[src/rtl/cap_sensor_array.sv]
// Round-robin capacitive pad scanner: charge-time measurement, per-channel baseline, hysteretic touch flags.
// Define CAP_BASELINE_TRACK_EN to let baselines of untouched pads follow slow drift.
module cap_sensor_array #(
  parameter int NUM_CH      = 4,
  parameter int CNT_W       = 16,
  parameter int DIS_CYCLES  = 64,
  parameter int TIMEOUT     = 4095,
  parameter int THRESH_ON   = 40,
  parameter int THRESH_OFF  = 20,
  parameter int TRACK_SHIFT = 4
) (
  input  logic              clock,
  input  logic              reset,
  input  logic [NUM_CH-1:0] sensor_in,
  output logic [NUM_CH-1:0] sensor_out,
  output logic [NUM_CH-1:0] touched,
  output logic [CNT_W-1:0]  count_out,
  output logic [3:0]        count_ch,
  output logic              count_valid
);

  localparam int CH_W = (NUM_CH > 1) ? $clog2(NUM_CH) : 1;
  localparam logic signed [CNT_W:0] TH_ON  = (CNT_W+1)'(THRESH_ON);
  localparam logic signed [CNT_W:0] TH_OFF = (CNT_W+1)'(THRESH_OFF);
`ifdef CAP_BASELINE_TRACK_EN
  localparam bit TRACK_EN = 1'b1;
`else
  localparam bit TRACK_EN = 1'b0;
`endif

  typedef enum logic [1:0] {DISCHARGE, CHARGE, EVAL} state_t;

  state_t             state;
  logic [CH_W-1:0]    ch;
  logic [CNT_W-1:0]   cnt;
  logic [CNT_W-1:0]   sample;
  logic [NUM_CH-1:0]  sync1, sync2;
  logic [CNT_W-1:0]   base [NUM_CH];
  logic [NUM_CH-1:0]  base_valid;

  logic signed [CNT_W:0] diff;
  logic                  timed_out;
  logic                  touch_next;
  logic [CNT_W-1:0]      base_tracked;

  always_ff @(posedge clock or posedge reset) begin
    if (reset) begin
      sync1 <= '0;
      sync2 <= '0;
    end else begin
      sync1 <= sensor_in;
      sync2 <= sync1;
    end
  end

  // Evaluation of the sample latched during CHARGE against the current channel's baseline.
  always_comb begin
    // NOTE: every output of this block gets a value before any branch, so no latch is inferred.
    diff         = $signed({1'b0, sample}) - $signed({1'b0, base[ch]});
    timed_out    = (sample == CNT_W'(TIMEOUT));
    touch_next   = touched[ch];
    base_tracked = base[ch] + CNT_W'(diff >>> TRACK_SHIFT);
    if (timed_out || diff >= TH_ON)
      touch_next = 1'b1;
    else if (diff < TH_OFF)
      touch_next = 1'b0;
  end

  always_ff @(posedge clock or posedge reset) begin
    if (reset) begin
      state       <= DISCHARGE;
      ch          <= '0;
      cnt         <= '0;
      sample      <= '0;
      sensor_out  <= '0;
      touched     <= '0;
      count_out   <= '0;
      count_ch    <= '0;
      count_valid <= 1'b0;
      base_valid  <= '0;
      // NOTE: the baseline array is reset explicitly; an invalid baseline must also read as zero.
      for (int i = 0; i < NUM_CH; i++) base[i] <= '0;
    end else begin
      count_valid <= 1'b0;
      case (state)
        DISCHARGE: begin
          if (cnt == CNT_W'(DIS_CYCLES - 1)) begin
            cnt        <= '0;
            sensor_out <= NUM_CH'(1) << ch;
            state      <= CHARGE;
          end else begin
            cnt <= cnt + 1'b1;
          end
        end
        CHARGE: begin
          // Counter saturates at TIMEOUT: the stuck-pad case exits here instead of wrapping.
          if (sync2[ch] || cnt == CNT_W'(TIMEOUT)) begin
            sample     <= cnt;
            sensor_out <= '0;
            state      <= EVAL;
          end else begin
            cnt <= cnt + 1'b1;
          end
        end
        EVAL: begin
          count_out   <= sample;
          count_ch    <= 4'(ch);
          count_valid <= 1'b1;
          cnt         <= '0;
          if (!base_valid[ch]) begin
            if (!timed_out) begin
              base[ch]       <= sample;
              base_valid[ch] <= 1'b1;
            end
          end else begin
            touched[ch] <= touch_next;
            if (TRACK_EN && !touch_next && !timed_out) base[ch] <= base_tracked;
          end
          ch    <= (ch == CH_W'(NUM_CH - 1)) ? '0 : ch + 1'b1;
          state <= DISCHARGE;
        end
        default: state <= DISCHARGE;
      endcase
    end
  end

endmodule

[config.mk]
export PLATFORM = sky130hd
export DESIGN_NAME = cap_sensor_array
export DESIGN_NICKNAME = d
export VERILOG_FILES = /design/src/rtl/cap_sensor_array.sv
export SDC_FILE = /design/constraint.sdc
export NUM_CORES = 1
export LEC_CHECK = 0
export ABC_AREA = 1
export ABC_CLOCK_PERIOD_IN_PS = 8690
export CORE_ASPECT_RATIO = 1.1
export CORE_MARGIN = 4
export CORE_UTILIZATION = 65
export CTS_CLUSTER_DIAMETER = 120
export DETAILED_ROUTE_END_ITERATION = 10
export HOLD_SLACK_MARGIN = 0.03
export PLACE_DENSITY_LB_ADDON = 0.12
export SYNTH_ARGS = -nofsm -noshare
export SYNTH_HDL_FRONTEND = slang
export SYNTH_SLANG_ARGS = --single-unit
[constraint.sdc]
create_clock -name clock -period 8.69 [get_ports clock]
set_clock_uncertainty 0.15 [all_clocks]
set_input_delay 2.607 -clock clock [delete_from_list [all_inputs] [get_ports clock]]
set_output_delay 2.607 -clock clock [all_outputs]
set_load 0.02 [all_outputs]
==> flow_summary_export.csv, run 1 <==
group,metric,value,unit
outcome,outcome,"finished clean",
clocking,clock_latency,0.42,ns
clocking,cts_root_buf,"clkbuf_16",
grt,grt_pass1_vias,6102,
logic_synthesis,yosysWarnings,0,
sta,timing.final.crit_period,4.310,ns
sta,maxSlewViolCount,0,
logic_synthesis,synth-edff-count,0,
clocking,cts_resized,0,
logic_synthesis,ys_top_cells_by_count,"263 x nand2_1, 139 x dfrtp_1, 109 x inv_1, 104 x o21ai_0, 57 x a21oi_1",
critical_path,worstPathArrival,4.46,ns
logic_synthesis,synth_compound_area_share,13.48,%
floorplan,die_h,118.6,um
sta,holdWs,0.1980,ns
grt,antenna_found_initial,0,
sta,fin_tns_setup,0,ns
sta,slew_headroom,24.79,%
floorplan,rows,40,
job,drv_cap,0,
sta,fmax,0.2320,GHz
logic_synthesis,synth_area,0.007223,mm2
sta,rsz0062_at_grt,"false",
cells_and_area,final_nets,948,
logic_synthesis,ys_seq_elements,139,
grt,grt_pass1_wl,28.85,mm
logic_synthesis,synth_cell_types,40,
floorplan,dieArea,0.01286,mm2
logic_synthesis,synthArstFlopShare,100.0,%
cells_and_area,antenna_cells,0,
grt,grt_remaining_overflow,0,
power_and_ir_drop,power-per-cell-area,165.3,mW/mm2
power_and_ir_drop,finalPower,1.351,mW
floorplan,ioPinCount,35,
route,ant_nets,0,
logic_synthesis,synth_top_family_by_area,"simple AND/OR/NAND/NOR gates",
power_and_ir_drop,leakage,4.033,nW
critical_path,endpoint_kind,"register",
logic_synthesis,yosysMostFrequentCell,"nand2_1",
clocking,postCtsSetupBuffers,0,
logic_synthesis,synthCells,892,
placement,hpwl,11.70,mm
sta,tightest_slew,1.128,ns
floorplan,die_w,108.5,um
logic_synthesis,synth_top_area_cell,"dfrtp_1",
clocking,h-tree-depth,4,
route,vias_per_cell,5.614,
clocking,clockBufferDepth,2,
route,dr.pass1.iters,5,
route,wl_per_cell,16.05,um
clocking,tritoncts,"done",
critical_path,cp_max_fo,72,
sta,setup_viol,0,
placement,finalWeightedCongestion,0.9152,
power_and_ir_drop,ir_drop,0.0001220,V
clocking,cts.clk_slew.worst_paths,0.06,ns
route,drt_iter0_markers,481,
cells_and_area,area_delta_synth_final,13.16,%
critical_path,critical_path_class,"reg2reg",
logic_synthesis,synthAdderAreaFrac,4.608,%
grt,grt_max_degree,73,
logic_synthesis,yosys.area_share.simple,21.79,%
cells_and_area,drive_gt1_share,8.091,%
floorplan,core_area,0.01091,mm2
critical_path,crit_required,8.84,ns
route,drc,0,
logic_synthesis,syn_area_per_cell,8.098,um2
placement,place_ws,3.982,ns
route,wl,17.24,mm
sta,finalHoldViolations,0,
clocking,clock_sinks,139,
sta,finalWorstSetupSlack,4.380,ns
logic_synthesis,synth_top_area_share,48.16,%
clocking,postCtsHoldBufs,0,
logic_synthesis,synthTopCellsByArea,"dfrtp_1 48%, nand2_1 14%, o21ai_0 7.2%",
grt,grtUsageTotal,28.67,%
logic_synthesis,synth_seq_area_share,48.16,%
worst_hold_path,hp-class,"reg2reg",
logic_synthesis,ys.flop_type,"dfrtp_1",
logic_synthesis,synthMuxAreaShare,2.962,%
critical_path,reg2reg_slack,4.38,ns
placement,portBuffers,32,
clocking,cts_made_buffers,17,
floorplan,start_util,66.20,%
route,num_vias,6029,
critical_path,startpoint_type,"register",
logic_synthesis,synth_xor_area_share,0.9700,%
sta,period_share,49.60,%
[through the flow]
step / instance area, um2 / cells / utilization (%)
2_1_floorplan: 7227 / 893 / -
3_3_place_gp: 7611 / 1044 / 69.76
3_5_place_dp: 7611 / 1044 / 69.76
4_1_cts: 8174 / 1074 / 74.92
5_1_grt: 8174 / 1074 / 74.92
6_report: 8174 / 1074 / 74.92
[report_power, final]
group          switching [mW]  internal [mW]
Sequential           0.000561          0.650
Clock                   0.258          0.426
Combinational          0.0140        0.00294
[routing by layer]
metal	share of wire [%]	routed length, um	global-route usage, %
met5	0	0	0
met4	2.7	457	10.97
met3	5.0	867	5.953
met2	50	8656	47.18
met1	42	7256	37.13
[layout make-up]
| type | instances | area (um2) |
|---|---|---|
| well taps | 147 | 183.9 |
| inverters | 112 | 425.4 |
| clock inverters | 7 | 65.06 |
| repair buffers | 36 | 350.3 |
| multi-input cells | 610 | 3172 |
| fillers | 827 | 2736 |
| flip-flops and latches | 139 | 3480 |
| clock buffers | 23 | 498.0 |
[state kept, by name (all words and copies together), names as in the netlist]
name / count
touched: 4
count_ch: 2
cnt: 16
base_valid: 4
ch: 2
sync1: 4
sample: 16
count_valid: 1
base: 64
sensor_out: 4
count_out: 16
state: 2
sync2: 4
[worst max-delay path, stage by stage, from the launching register on]
cell,delay [ns]
dfrtp_2,1.08
inv_1,0.47
a21oi_1,0.24
o21ai_0,0.10
o21ai_0,0.10
ha_1,0.19
inv_1,0.09
fa_1,0.41
nand2_1,0.08
nand2_1,0.11
nand3b_1,0.13
nand2_1,0.09
nand2_1,0.08
nand2_1,0.05
nand2_1,0.05
nand2_1,0.05
nor2_1,0.08
nand2_1,0.06
nor2_1,0.09
nand2_1,0.05
nand2_1,0.12
nand2_1,0.14
nand2_1,0.09
nand2_1,0.05
[kinds of logic after synthesis]
family                   count (synthesis)
AO/OA/AOI/OAI                          184
XOR/XNOR                                 8
adder cells (fa/ha/maj)                 26
buffers and inverters                  144
flip-flops                             139
multiplexers                            19
other                                    1
AND/OR/NAND/NOR                        371
[final timing paths]
kind	cells past startpoint	startpoint	endpoint
max reg2reg	23	ch[0]	touched[0]
min	0	sync1[2]	sync2[2]
min in group asynchronous	2	reset	count_valid
max in group asynchronous	3	reset	ch[0]
max	23	ch[0]	touched[0]
min reg2reg	0	sync1[2]	sync2[2]
[placed cells by master (no fill, tap or decap), drive strengths merged, types with 2 or more instances in the layout]
cell type        n
nor2            47
nor4             3
o21a             5
a21oi           57
clkbuf          23
nand2          267
clkinvlp         2
nand3b           5
buf              4
xor2             7
clkdlybuf4s50   32
o21ai          112
nand3           27
nand4            7
and2             2
nor3             7
inv            112
ha              25
mux2            19
dfrtp          139
or2              5
conb             2
clkinv           4
a32o             2
o22ai            6
(Power assumes the default switching activity.)
==> run 2, diff against run 1 <==
Settings changed: ABC_CLOCK_PERIOD_IN_PS 8690 to 4200, CORE_UTILIZATION 65 to 61.
Clock period 8.69 ns to 4.2 ns, I/O delays scaled along.
==> flow_summary_export.csv, run 2 (synthesized netlist as in run 1, its figures left out) <==
group,metric,value,unit
floorplan,ioPinCount,35,
critical_path,crit_required,4.35,ns
floorplan,start_util,62.58,%
critical_path,reg2reg_slack,0.58,ns
sta,finalWorstSetupSlack,0.5838,ns
critical_path,max_stage_delay,0.75,ns
cells_and_area,layout_commonest_cell,"nand2_1",
worst_hold_path,min_path_cells,0,
cells_and_area,largest_register,"base",
critical_path,r2r-start,"ch[0]",
route,wl_met3,946,um
route,vias_per_cell,5.602,
power_and_ir_drop,ir_drop,0.0004274,V
critical_path,reg2reg_to,"touched[1]",
critical_path,reg2regPathDepth,23,
grt,grt_max_degree,140,
cells_and_area,final_nets,955,
clocking,cts_root_buf,"clkbuf_16",
clocking,clockBufferDepth,2,
critical_path,endpoint_kind,"register",
clocking,postCtsSetupBuffers,0,
placement,dp_cells,1054,
critical_path,crit_family,"simple AND/OR/NAND/NOR gates",
placement,finalWeightedCongestion,0.9133,
route,wl,17.72,mm
route,ant_nets,0,
power_and_ir_drop,power-per-cell-area,349.0,mW/mm2
placement,place_ws,0.7897,ns
sta,fmax,0.2765,GHz
clocking,tritoncts,"done",
grt,antenna_found_initial,0,
grt,grtUsageTotal,27.64,%
sta,fin_tns_setup,0,ns
route,wl_per_cell,16.33,um
cells_and_area,final_cell_mix,"263 x nand2_1, 138 x dfrtp_1, 108 x inv_1",
worst_hold_path,hp-class,"reg2reg",
sta,period_share,86.10,%
floorplan,core_area,0.01154,mm2
route,wl_met1,7.371,mm
cells_and_area,largest_reg_flops,64,
critical_path,critical_path_class,"reg2reg",
critical_path,crit_chain,"inv_1, a21oi_1, o21ai_0, o21ai_0, ha_1, inv_1, fa_1, nand2_1, nand2_1, nand3b_1, nand2_1, nand2_1, nand2_1, nand2_1, nand2_1, nor2_1, nand2_1, nor2_1, nand2_1, nand2_1, nand2_1, nand2_1, nand2_1",
cells_and_area,layout.cells.non_filler,1085,
grt,grt_pass1_vias,6051,
route,top_layer,"met4",
sta,finalHoldViolations,0,
power_and_ir_drop,leakage,4.081,nW
floorplan,die_w,111.8,um
clocking,clock_latency,0.42,ns
critical_path,startpoint_type,"register",
critical_path,slowest_stage,"dfrtp_2",
critical_path,cp_max_fo,34,
placement,hpwl,12.12,mm
outcome,outcome,"finished clean",
grt,grt_pass1_wl,29.75,mm
floorplan,die_h,122.1,um
route,wl_met2,8.935,mm
clocking,cts.clk_slew.worst_paths,0.06,ns
clocking,cts_made_buffers,17,
sta,slew_headroom,45.62,%
cells_and_area,area_delta_synth_final,14.48,%
worst_hold_path,holdPathEnd,"sync2[0]",
floorplan,dieArea,0.01365,mm2
clocking,h-tree-depth,4,
route,drc,0,
job,drv_cap,0,
cells_and_area,antenna_cells,0,
clocking,postCtsHoldBufs,0,
worst_hold_path,min_from,"sync1[0]",
sta,tightest_slew,0.8149,ns
route,dr.pass1.iters,6,
critical_path,critical_path_depth,23,
clocking,cts_resized,0,
critical_path,worstPathArrival,3.77,ns
critical_path,critPathBufInv,2,
route,drt_iter0_markers,541,
critical_path,startpoint,"ch[0]",
sta,rsz0062_at_grt,"false",
placement,portBuffers,32,
critical_path,crit_top_cell,"nand2_1",
sta,maxSlewViolCount,0,
grt,grt_remaining_overflow,0,
sta,timing.final.crit_period,3.616,ns
clocking,clock_sinks,139,
sta,setup_viol,0,
cells_and_area,drive_gt1_share,8.877,%
route,num_vias,6078,
floorplan,rows,41,
run 2: metrics by stage:
| stage | power, mW | util, % | instance area, um2 | hold WS (ns) |
|---|---|---|---|---|
| floorplan | 1.393 | - | 7231 | 0.1812 |
| global placement | 1.406 | 66.53 | 7679 | 0.1865 |
| detailed placement | 1.407 | 66.53 | 7679 | 0.1950 |
| CTS | 2.896 | 71.64 | 8269 | 0.2102 |
| global route | 2.965 | 71.64 | 8269 | 0.2242 |
| finish | 2.886 | 71.64 | 8269 | 0.2087 |
run 2: worst max-delay path by stage:
stage	to	slack (ns)
global placement	touched[1]	0.88
CTS	touched[1]	0.61
detailed placement	touched[3]	0.79
floorplan	base[0]	1.05
global route	touched[3]	0.24
finish	touched[1]	0.58
run 2: where the power goes:
| group | switching (mW) | internal [mW] |
|---|---|---|
| clock network | 0.563 | 0.942 |
| registers | 0.00109 | 1.34 |
| logic | 0.0293 | 0.00737 |
run 2: final cells by class:
cell class,count,area [um2]
sequential,139,3480
fill,914,3273
multi-input combinational,610,3172
clock buffer,19,442.9
inverter,112,424.2
timing repair buffer,43,415.4
tap,150,187.7
clock inverter,12,147.6
run 2: routing by layer:
metal  vias to the layer above  GRT usage [%]
met4                         0          11.10
met5                         -              0
met2                       188          47.00
met3                        41          5.514
met1                      2928          34.91
li1                       2921              -
